### config.mk
export PLATFORM = sky130hd
export DESIGN_NAME = uart_parity_unit
export DESIGN_NICKNAME = d
export VERILOG_FILES = /design/src/rtl/uart_parity_unit.sv
export SDC_FILE = /design/constraint.sdc
export NUM_CORES = 1
export LEC_CHECK = 0
export CORE_MARGIN = 1
export CORE_UTILIZATION = 50
export CTS_CLUSTER_DIAMETER = 100
export DETAILED_ROUTE_END_ITERATION = 8
export GPL_TIMING_DRIVEN = 0
export PLACE_DENSITY = 0.82
export SYNTH_ARGS = -nofsm -noshare
export SYNTH_HDL_FRONTEND = slang
export SYNTH_SLANG_ARGS = --single-unit
### constraint.sdc
create_clock -name CLK -period 3.1 [get_ports CLK]
set_input_delay 0.31 -clock CLK [delete_from_list [all_inputs] [get_ports CLK]]
set_output_delay 0.31 -clock CLK [all_outputs]
set_load 0.05 [all_outputs]
### src/rtl/uart_parity_unit.sv
// UART parity engine: registered TX parity for host words plus an RX parity checker
// with length checking and a saturating error counter.
module uart_parity_unit #(
  parameter int unsigned DATA_W    = 8,
  parameter int unsigned ERR_CNT_W = 8
) (
  input  logic                 CLK,
  input  logic                 RST,
  input  logic                 DATA_VALID,
  input  logic                 BUSY,
  input  logic [DATA_W-1:0]    P_DATA,
  input  logic [3:0]           DATA_LEN,
  input  logic                 PAR_EN,
  input  logic [1:0]           PAR_MODE,
  input  logic                 rx_frame_start,
  input  logic                 rx_bit_valid,
  input  logic                 rx_bit,
  input  logic                 rx_par_valid,
  input  logic                 rx_par_bit,
  input  logic                 err_clr,
  output logic                 par_bit,
  output logic                 par_err,
  output logic                 len_err,
  output logic [ERR_CNT_W-1:0] err_cnt,
  output logic                 rx_busy
);

  localparam logic [3:0] MinLen = 4'd5;
  localparam logic [3:0] MaxLen = 4'(DATA_W);
  localparam logic [ERR_CNT_W-1:0] ErrMax = '1;

  typedef enum logic [1:0] {RIdle, RData, RPar} rx_state_e;

  // Mode 00 even, 01 odd, 10 mark, 11 space; data_xor is the XOR of the active bits.
  function automatic logic parity_of(input logic data_xor, input logic [1:0] mode);
    logic p;
    case (mode)
      2'b00:   p = data_xor;
      2'b01:   p = ~data_xor;
      2'b10:   p = 1'b1;
      default: p = 1'b0;
    endcase
    return p;
  endfunction

  logic [3:0] len_clamp;
  logic       tx_xor;
  logic       par_bit_q, par_bit_d;

  rx_state_e      state_q, state_d;
  logic           acc_q, acc_d;
  logic [3:0]     cnt_q, cnt_d;
  logic [3:0]     cfg_len_q, cfg_len_d;
  logic           cfg_en_q, cfg_en_d;
  logic [1:0]     cfg_mode_q, cfg_mode_d;
  logic           par_err_q, par_err_d;
  logic           len_err_q, len_err_d;
  logic [ERR_CNT_W-1:0] err_cnt_q, err_cnt_d;
  logic [3:0]     cnt_inc;

  always_comb begin
    len_clamp = DATA_LEN;
    if (DATA_LEN < MinLen) begin
      len_clamp = MinLen;
    end else if (DATA_LEN > MaxLen) begin
      len_clamp = MaxLen;
    end
  end

  always_comb begin
    tx_xor = 1'b0;
    for (int unsigned i = 0; i < DATA_W; i++) begin
      if (4'(i) < len_clamp) begin
        tx_xor = tx_xor ^ P_DATA[i];
      end
    end
  end

  always_comb begin
    par_bit_d = par_bit_q;
    if (DATA_VALID && !BUSY) begin
      par_bit_d = PAR_EN ? parity_of(tx_xor, PAR_MODE) : 1'b0;
    end
  end

  assign cnt_inc = cnt_q + 4'd1;

  always_comb begin
    state_d    = state_q;
    acc_d      = acc_q;
    cnt_d      = cnt_q;
    cfg_len_d  = cfg_len_q;
    cfg_en_d   = cfg_en_q;
    cfg_mode_d = cfg_mode_q;
    par_err_d  = 1'b0;
    len_err_d  = 1'b0;

    // A new start bit overrides everything; a same-cycle data strobe becomes bit 0.
    if (rx_frame_start) begin
      state_d    = RData;
      acc_d      = rx_bit_valid & rx_bit;
      cnt_d      = rx_bit_valid ? 4'd1 : 4'd0;
      cfg_len_d  = len_clamp;
      cfg_en_d   = PAR_EN;
      cfg_mode_d = PAR_MODE;
    end else begin
      case (state_q)
        RData: begin
          if (rx_par_valid) begin
            len_err_d = 1'b1;
            state_d   = RIdle;
          end else if (rx_bit_valid) begin
            acc_d = acc_q ^ rx_bit;
            cnt_d = cnt_inc;
            if (cnt_inc == cfg_len_q) begin
              state_d = cfg_en_q ? RPar : RIdle;
            end
          end
        end
        RPar: begin
          if (rx_par_valid) begin
            par_err_d = (rx_par_bit != parity_of(acc_q, cfg_mode_q));
            state_d   = RIdle;
          end
        end
        default: ;
      endcase
    end
  end

  // Clear wins over the old count but never drops a coincident error.
  always_comb begin
    err_cnt_d = err_cnt_q;
    if (err_clr) begin
      err_cnt_d = ERR_CNT_W'(par_err_d);
    end else if (par_err_d && (err_cnt_q != ErrMax)) begin
      err_cnt_d = err_cnt_q + 1'b1;
    end
  end

  always_ff @(posedge CLK or negedge RST) begin
    if (!RST) begin
      par_bit_q  <= 1'b0;
      state_q    <= RIdle;
      acc_q      <= 1'b0;
      cnt_q      <= 4'd0;
      cfg_len_q  <= MinLen;
      cfg_en_q   <= 1'b0;
      cfg_mode_q <= 2'b00;
      par_err_q  <= 1'b0;
      len_err_q  <= 1'b0;
      err_cnt_q  <= '0;
    end else begin
      par_bit_q  <= par_bit_d;
      state_q    <= state_d;
      acc_q      <= acc_d;
      cnt_q      <= cnt_d;
      cfg_len_q  <= cfg_len_d;
      cfg_en_q   <= cfg_en_d;
      cfg_mode_q <= cfg_mode_d;
      par_err_q  <= par_err_d;
      len_err_q  <= len_err_d;
      err_cnt_q  <= err_cnt_d;
    end
  end

  assign par_bit = par_bit_q;
  assign par_err = par_err_q;
  assign len_err = len_err_q;
  assign err_cnt = err_cnt_q;
  assign rx_busy = (state_q != RIdle);

endmodule

==> results.md <==
- Status: completed
- Worst IR Drop VDD: approximately 0.27 mV
- Setup bufs post-CTS: 0
- Core area: 2570 um^2
- Global placement routability congestion: a little under 0.8
- Die X: 55.2 um
- Avg Cell Area, Syn: about 10 um^2
- Final Instance Area: between 1500 and 2000 um^2
- Fraction of layout cells with a size suffix above 1: 11.4%
- DR iter-0 viols: 22
- CTS root buffer: clkbuf_4
- # hold bufs at CTS: 0
- First-pass GRT wire length: between 5 and 6 mm
- Starting density of the core: 55.2%
- CP Launch Type: primary input
- Fin. Hold Viols: 0
- Asr flop ratio synth: 100%
- Top cell type's share of synthesized area: between 40% and 50%
- Clock Sinks: 25
- Grt total ovfl: 0
- Syn_nets: around 160
- Clock Path Buffers: 2
- Clk_lat worst skew: roughly 330 ps
- Antenna Diode Count: 0
- Initial antenna violation count: 0
- Synth unique cells: slightly above 40
- Remaining routing DRC violations: 0
- Cell taking the most area after synthesis: dfrtp_1
- Slew @ Worst Pin: roughly 1100 ps
- Setup violations, final: 0
- EDFF count, synth: 0
- Worst setup EP type: flop
- Post-DP HPWL: roughly 2.3 mm
- First-pass DRT Iterations: 4
- Post-Syn Area: ~1400 um^2
- P_leak: between 0.7 and 0.8 nW
- Largest net degree at the start of global routing: 26
- Total die area: a little over 3000 um^2
- Area after DPL: between 1500 and 2000 um^2
- Yosys Warn Count: 0
- Pins Over Slew Limit: 0
- Register bit count reported by yosys: 25
- Post-route ant nets: 0
- Number of placement rows: 18
- Max-slew headroom: between 20% and 30%
- Critical Path RT: around 3400 ps
- TNS Setup: 0 ps
- Most common cell after layout, fill and taps aside: clkdlybuf4s50_1
- Clk_skew: around 12 ps
- Final Cycle Share: 71.4%
- Max Cap Viol: 0
- Clock slew at reported path FFs: approximately 150 ps
- Post_cts resized: 0
- Maximum clock frequency: 0.452 GHz
- Tmin final: 2210 ps
- CTS tree: yes
- Num ports: 37
- Wire per inst: around 14 um
- Num CTS Buffers: 3
- Post-synth top flop: dfrtp_1
- Commonest non-fill, non-tap cells in the layout: clkdlybuf4s50_1 (35), dfrtp_1 (23), nor2_1 (11), nand2_1 (11), xnor2_1 (9)
- Total GRT Usage: 21.4%
- # fillers: around 200
- Power per cell area: 364 nW/um^2
- # nets final: 204
- Area growth syn-to-layout: 29.5%
- Routed wire length: 2.93 mm
- H-Tree Depth: 1
- DR vias: 1194
- Post-Synthesis Cells: between 100 and 150
- CP Class: primary input to flop
- RSZ-0062 raised after global routing: false
- Worst min path class: primary input to flop
- Worst EP arrival: 2480 ps
- Vias per Instance: just under 6
- Critical Path Fanout Max: 7
- Number of global-route vias before repair: between 1000 and 1500
- Port Buf Inserts: 35
- Post-synthesis sequential area ratio: 44.3%
- Synth top area cells: dfrtp_1 (41%), xnor2_1 (5.6%), mux2_2 (4.8%), dfstp_2 (3.7%), xor2_1 (3.7%)
- Die Span Y: 55.2 um
## critical path, stage by stage
cell             delay (ps)
clkdlybuf4s50_1         580
nor4bb_1                510
nand3_1                 380
or4_1                   560
a21oi_1                 150
## registers in the layout, indices dropped and copies added (netlist names)
register    cells
cnt_q           4
err_cnt         8
len_err         1
cfg_mode_q      2
acc_q           1
cfg_len_q       4
cfg_en_q        1
par_bit         1
par_err         1
state_q         2
## power breakdown
group	switching [mW]	total (mW)	leakage [nW]	internal (mW)
Sequential	0.0138	0.358	0.324	0.345
Clock	0.103	0.153	0.0139	0.0495
Combinational	0.0744	0.156	0.404	0.0821
## cell type report
type                            instances  area, um^2  area share, %
Buffer                                  3        11.3          0.614
Clock buffer                            3        22.5           1.23
Clock inverter                          1        7.51          0.409
Inverter                                5        18.8           1.02
Multi-Input combinational cell        104         758           41.3
Sequential cell                        25         628           34.2
Tap cell                               30        37.5           2.05
Timing Repair Buffer                   35         350           19.1
## cells in the mapped netlist (2+ instances only)
| master | instances |
|---|---|
| a21oi_1 | 8 |
| clkbuf_1 | 2 |
| dfrtp_1 | 23 |
| dfstp_2 | 2 |
| ha_1 | 2 |
| inv_1 | 5 |
| mux2_2 | 6 |
| nand2_1 | 11 |
| nand2b_1 | 2 |
| nand3_1 | 8 |
| nand3b_1 | 3 |
| nand4_1 | 2 |
| nor2_1 | 11 |
| nor4_1 | 2 |
| nor4b_1 | 2 |
| o211ai_1 | 4 |
| o21ai_0 | 4 |
| o31ai_1 | 2 |
| or2_2 | 2 |
| or4_1 | 2 |
| xnor2_1 | 9 |
| xor2_1 | 6 |
## cells by family (layout without fill, tap and decap cells)
group	count (synthesis)	after routing	synth area share, %
compound gates	23	23	11.0
xor+xnor	18	18	13.7
flops	25	25	44.3
buf+inv	8	47	2.12
fa+ha+maj	2	2	1.77
simple gates	54	54	21.6
mux	7	7	5.48
## per-layer routing
metal	share of wire (%)	wire [um]	global-route usage, %	vias to the layer above
met2	48	1410	34.8	54
li1	-	-	-	571
met1	43	1270	26.6	563
met3	6.4	187	3.04	6
met5	0	0	0	-
met4	2.3	68	13.9	0
## worst paths after layout
| path | startpoint | endpoint | slack [ps] | depth (start not counted) |
|---|---|---|---|---|
| max | rx_par_valid | err_cnt[7] | 890 | 5 |
| min | err_clr | err_cnt[4] | 330 | 2 |
| max reg2reg | state_q[0] | err_cnt[7] | 1030 | 4 |
| min reg2reg | cfg_len_q[0] | cfg_len_q[0] | 500 | 2 |
| max in group asynchronous | RST | cnt_q[2] | 1900 | 1 |
| min in group asynchronous | RST | par_err | 540 | 1 |
## through the flow
step	utilization, %	std cells	power, mW	hold WS [ps]	worst slack, ps
final	71.4	206	0.668	329	888
after global routing	71.4	206	0.698	342	819
after CTS	71.4	206	0.674	314	954
after detailed placement	70.3	202	0.521	469	657
after global placement	70.3	202	0.516	467	685
after floorplan	-	137	0.458	14.4	1100
No activity file was read; power rests on OpenSTA's default activity.
